<file path="src/rtl/control_bomba_agua_pkg.sv">
// Shared definitions for the two-pump tank fill controller.
`timescale 1us/1ns
package control_bomba_agua_pkg;

  // Encodings match the original codebase so existing waveforms still decode.
  typedef enum logic [1:0] {
    NEXT1 = 2'd0,
    RUN1  = 2'd1,
    NEXT2 = 2'd2,
    RUN2  = 2'd3
  } state_t;

endpackage

</file>
<file path="src/rtl/control_bomba_agua.sv">
// Mealy controller for two alternating water pumps; S (critical) overrides I (low level).
`timescale 1us/1ns
module control_bomba_agua
  import control_bomba_agua_pkg::*;
(
  input  logic I,
  input  logic S,
  output logic B1,
  output logic B2,
  input  logic clk,
  input  logic reset_n
);

  state_t state, state_nxt;

  always_ff @(posedge clk) begin
    if (reset_n) state <= NEXT1;
    else         state <= state_nxt;
  end

  // if/else on the inputs keeps pumps off when sensors are still undriven (X).
  always_comb begin
    state_nxt = state;
    B1        = 1'b0;
    B2        = 1'b0;
    if (!reset_n) begin
      case (state)
        NEXT1, RUN1: begin
          if (S) begin
            B1        = 1'b1;
            B2        = 1'b1;
            state_nxt = RUN1;
          end else if (I) begin
            B1        = 1'b1;
            state_nxt = RUN1;
          end else if (state == RUN1) begin
            state_nxt = NEXT2;
          end
        end
        NEXT2, RUN2: begin
          if (S) begin
            B1        = 1'b1;
            B2        = 1'b1;
            state_nxt = RUN2;
          end else if (I) begin
            B2        = 1'b1;
            state_nxt = RUN2;
          end else if (state == RUN2) begin
            state_nxt = NEXT1;
          end
        end
        default: state_nxt = NEXT1;
      endcase
    end
  end

endmodule

</file>
<file path="config.mk">
export PLATFORM = sky130hd
export DESIGN_NAME = control_bomba_agua
export DESIGN_NICKNAME = d
export VERILOG_FILES = /design/src/rtl/control_bomba_agua_pkg.sv /design/src/rtl/control_bomba_agua.sv
export SDC_FILE = /design/constraint.sdc
export NUM_CORES = 1
export LEC_CHECK = 0
export CAP_MARGIN = 20
export CORE_AREA = 4 4 41 43
export DETAILED_ROUTE_END_ITERATION = 8
export DIE_AREA = 0 0 45 47
export SETUP_SLACK_MARGIN = 0.2
export SYNTH_ARGS = -nofsm -noshare
export SYNTH_HDL_FRONTEND = slang
export SYNTH_SLANG_ARGS = --single-unit
</file>
<file path="constraint.sdc">
create_clock -name clk -period 1 [get_ports clk]
set_input_delay 0.2 -clock clk [delete_from_list [all_inputs] [get_ports clk]]
set_output_delay 0.2 -clock clk [all_outputs]
set_load 0.1 [all_outputs]
</file>
==> reports/results.md <==
* setup repair after global routing missed its margin: yes
* clock latency of the later-clocked register in the worst-skew pair: 0.23 ns
* endpoint class of the critical path: primary output
* category of the most critical setup path: register to primary output
* largest fanout of any net on the critical path: 3
* final weighted congestion of routability-driven global placement: 0.638
* post-route clock period utilization: 1.21
* post-detailed-route count of antenna-violating nets: 0
* launch instance of the worst min-delay path: I
* worst hold path stage count: 3
* Post-Route Hold Slack: 0.293 ns
* global route total overflow: 0
* worst-path cell with the longest stage delay: sky130_fd_sc_hd__dfxtp_2
* initial antenna violation count: 0
* final total power: 0.380 mW
* required time of the critical path: 0.80 ns
* area growth from synthesis to layout: 139%
* proportion of synthesized chip area in sequential cells: 0.381
* worst-case reg-to-reg path depth: 3
* Total Nets Final: 28
* final total negative setup slack: -0.345 ns
* via count: 123
* largest area contributor in the synthesized netlist: sky130_fd_sc_hd__dfxtp_1
* Filler Cell Count: 152
* run status: finished, violations left
* critical path arrival: 1.01 ns
* WL met2: 125 um
* y dimension of the die: 47 um
* post-synthesis register bit count: 2
* Multi-input gate area: 95.1 um2
* shortest period the worst path allows: 1.21 ns
* clock root buffer: sky130_fd_sc_hd__clkbuf_4
* starting utilization of the core area: 0.0808
* net count after synthesis: 17
* top cells by area in the synthesized netlist: sky130_fd_sc_hd__dfxtp_1 38%, sky130_fd_sc_hd__nor2_1 14%, sky130_fd_sc_hd__nor3b_2 12%
* cells after synthesis: 13
* met3 wire len: 40 um
* Tightest Pin Transition: 0.298 ns
* maximum root-to-sink buffer count: 2
* wire per inst: 7.62 um
* syn_area_per_cell: 8.08 um2
* utilization after layout: 0.193
* minimum setup slack after placement: -0.426 ns
* Die X-Extent: 45 um
* share of final-layout standard cells stronger than drive strength 1: 0.636
* global-route wire length before repair: 531 um
* Tot GR Track Use: 0.0394
* count of pins on the block boundary: 6
* core outline area: 1300 um2
* maxcap violations: 0
* number of placement rows: 13
* clock-pin transition on the worst setup and hold timing paths: 0.03 ns
* Largest stage delay, worst path: 0.32 ns
* violated checks: negative setup slack
* clock skew after layout: 0.00172 ns
* Peak VDD IR: 306 uV
* TritonCTS Buffers: 3
* power per cell area: 1510 nW/um2
* die area: 2120 um2
* flop-to-flop setup slack: 0.05 ns
* Setup WS post-layout: -0.211 ns
* flip-flop count of the largest register after layout: 2
* topmost layer with routed signal wires: met4
* Max Slew Vio Count: 0
* largest net degree at the start of global routing: 6
* Post-Syn Area: 105 um2
* DRC viols: 0
* Syn. warnings: 0
* HP Class: input pin to register
* H-tree depth: 1
* area share of the largest cell type after synthesis: 0.381
* Final Hold Viols: 0
* wl on met1: 104 um
* via-per-instance ratio: 3.32
* port buffer count: 5
* Top Registers: state x2
* source of the worst register-to-register timing path: state[1]
* CP startpoint kind: register
* normalized max-slew margin: 0.801
* CTS tree: yes
* Cell variety after synth: 8
* iteration-0 DRC count of the detailed router: 1
* final count of negative-setup-slack endpoints: 2
* endpoint of the worst hold path: state[0]
* worst flop-to-flop path endpoint: state[1]
* largest register by flop count: state
* LEAKAGE: 0.105 nW
* antenna diode instance count: 0
* list of cells traversed by the critical path: nand2b_4 > a21oi_4 > buf_12
* FF+latch area: 41.3 um2
* final routed wirelength across all metal layers: 282 um
* drt pass-1 iters: 2
* Max Fclk: 826 MHz
* via count of the first global-routing pass: 136
* Sinks on Clock Net: 2
through the flow:
stage / cells / area (um2)
after floorplan: 13 / 136
after global placement: 33 / 225
after detailed placement: 33 / 225
after CTS: 37 / 255
after global routing: 37 / 251
final: 37 / 251
Yosys cell counts (all sizes together):
cell,n
a21oi,2
dfxtp,2
inv,1
mux2,1
nand2b,1
nor2,4
nor2b,1
nor3b,1
report_power, final:
group / internal, mW / total, mW / switching [mW] / leakage [nW]
registers: 0.0856 / 0.0878 / 0.00220 / 0.0170
logic: 0.0443 / 0.110 / 0.0659 / 0.0740
clock network: 0.133 / 0.182 / 0.0489 / 0.0138
total: 0.262 / 0.380 / 0.117 / 0.105
area by class of cell:
cell class                 instances  share of cell area
clock buffer                       3              0.0896
timing repair buffer               6               0.279
tap                               15              0.0746
multi-input combinational         10               0.378
sequential                         2               0.164
inverter                           1              0.0149
layout by cell type (no fill, tap or decap), drive strengths merged:
cell / netlist / final
nor3b: 1 / 1
dlygate4sd2: 0 / 2
mux2: 1 / 1
inv: 1 / 1
a21oi: 2 / 2
nor2b: 1 / 1
clkbuf: 0 / 4
nor2: 4 / 4
buf: 0 / 3
nand2b: 1 / 1
dfxtp: 2 / 2
kinds of logic after synthesis:
kind of cell | share of synthesized area
simple gates | 0.381
flops | 0.381
buf+inv | 0.0357
mux | 0.107
compound gates | 0.0952
worst max-delay path, delay by kind of cell (launching register included):
kind                   cells  cell delay, ns
AOI/OAI and AO/OA          1            0.14
and+or+nand+nor            1            0.14
DFF                        1            0.32
buffers and inverters      1            0.19
repair_timing:
| action | in CTS | in global routing |
|---|---|---|
| endpoints found under the setup margin | 4 | 3 |
| gates cloned | 0 | 0 |
| hold buffers | 0 | 0 |
| pin swaps | 0 | 0 |
| buffers inserted | 1 | 0 |
| resized for setup | 4 | 2 |
| endpoints found under the hold margin | 0 | 0 |
worst max-delay path by stage:
| stage | start | to | slack, ns | cells past startpoint |
|---|---|---|---|---|
| 2_1_floorplan | state[1] | B1 | -0.20 | 2 |
| 3_3_place_gp | I | B2 | -0.43 | 4 |
| 3_5_place_dp | I | B2 | -0.43 | 4 |
| 4_1_cts | state[1] | B1 | -0.23 | 3 |
| 5_1_grt | state[1] | B1 | -0.25 | 3 |
| 6_report | state[1] | B1 | -0.21 | 3 |
metal layers:
metal	GRT usage	up-vias
met4	0.0526	0
met5	0	-
li1	-	60
met3	0.0268	2
met1	0.0362	55
met2	0.0508	6
Note: power is estimated with default switching activity, not from simulation.
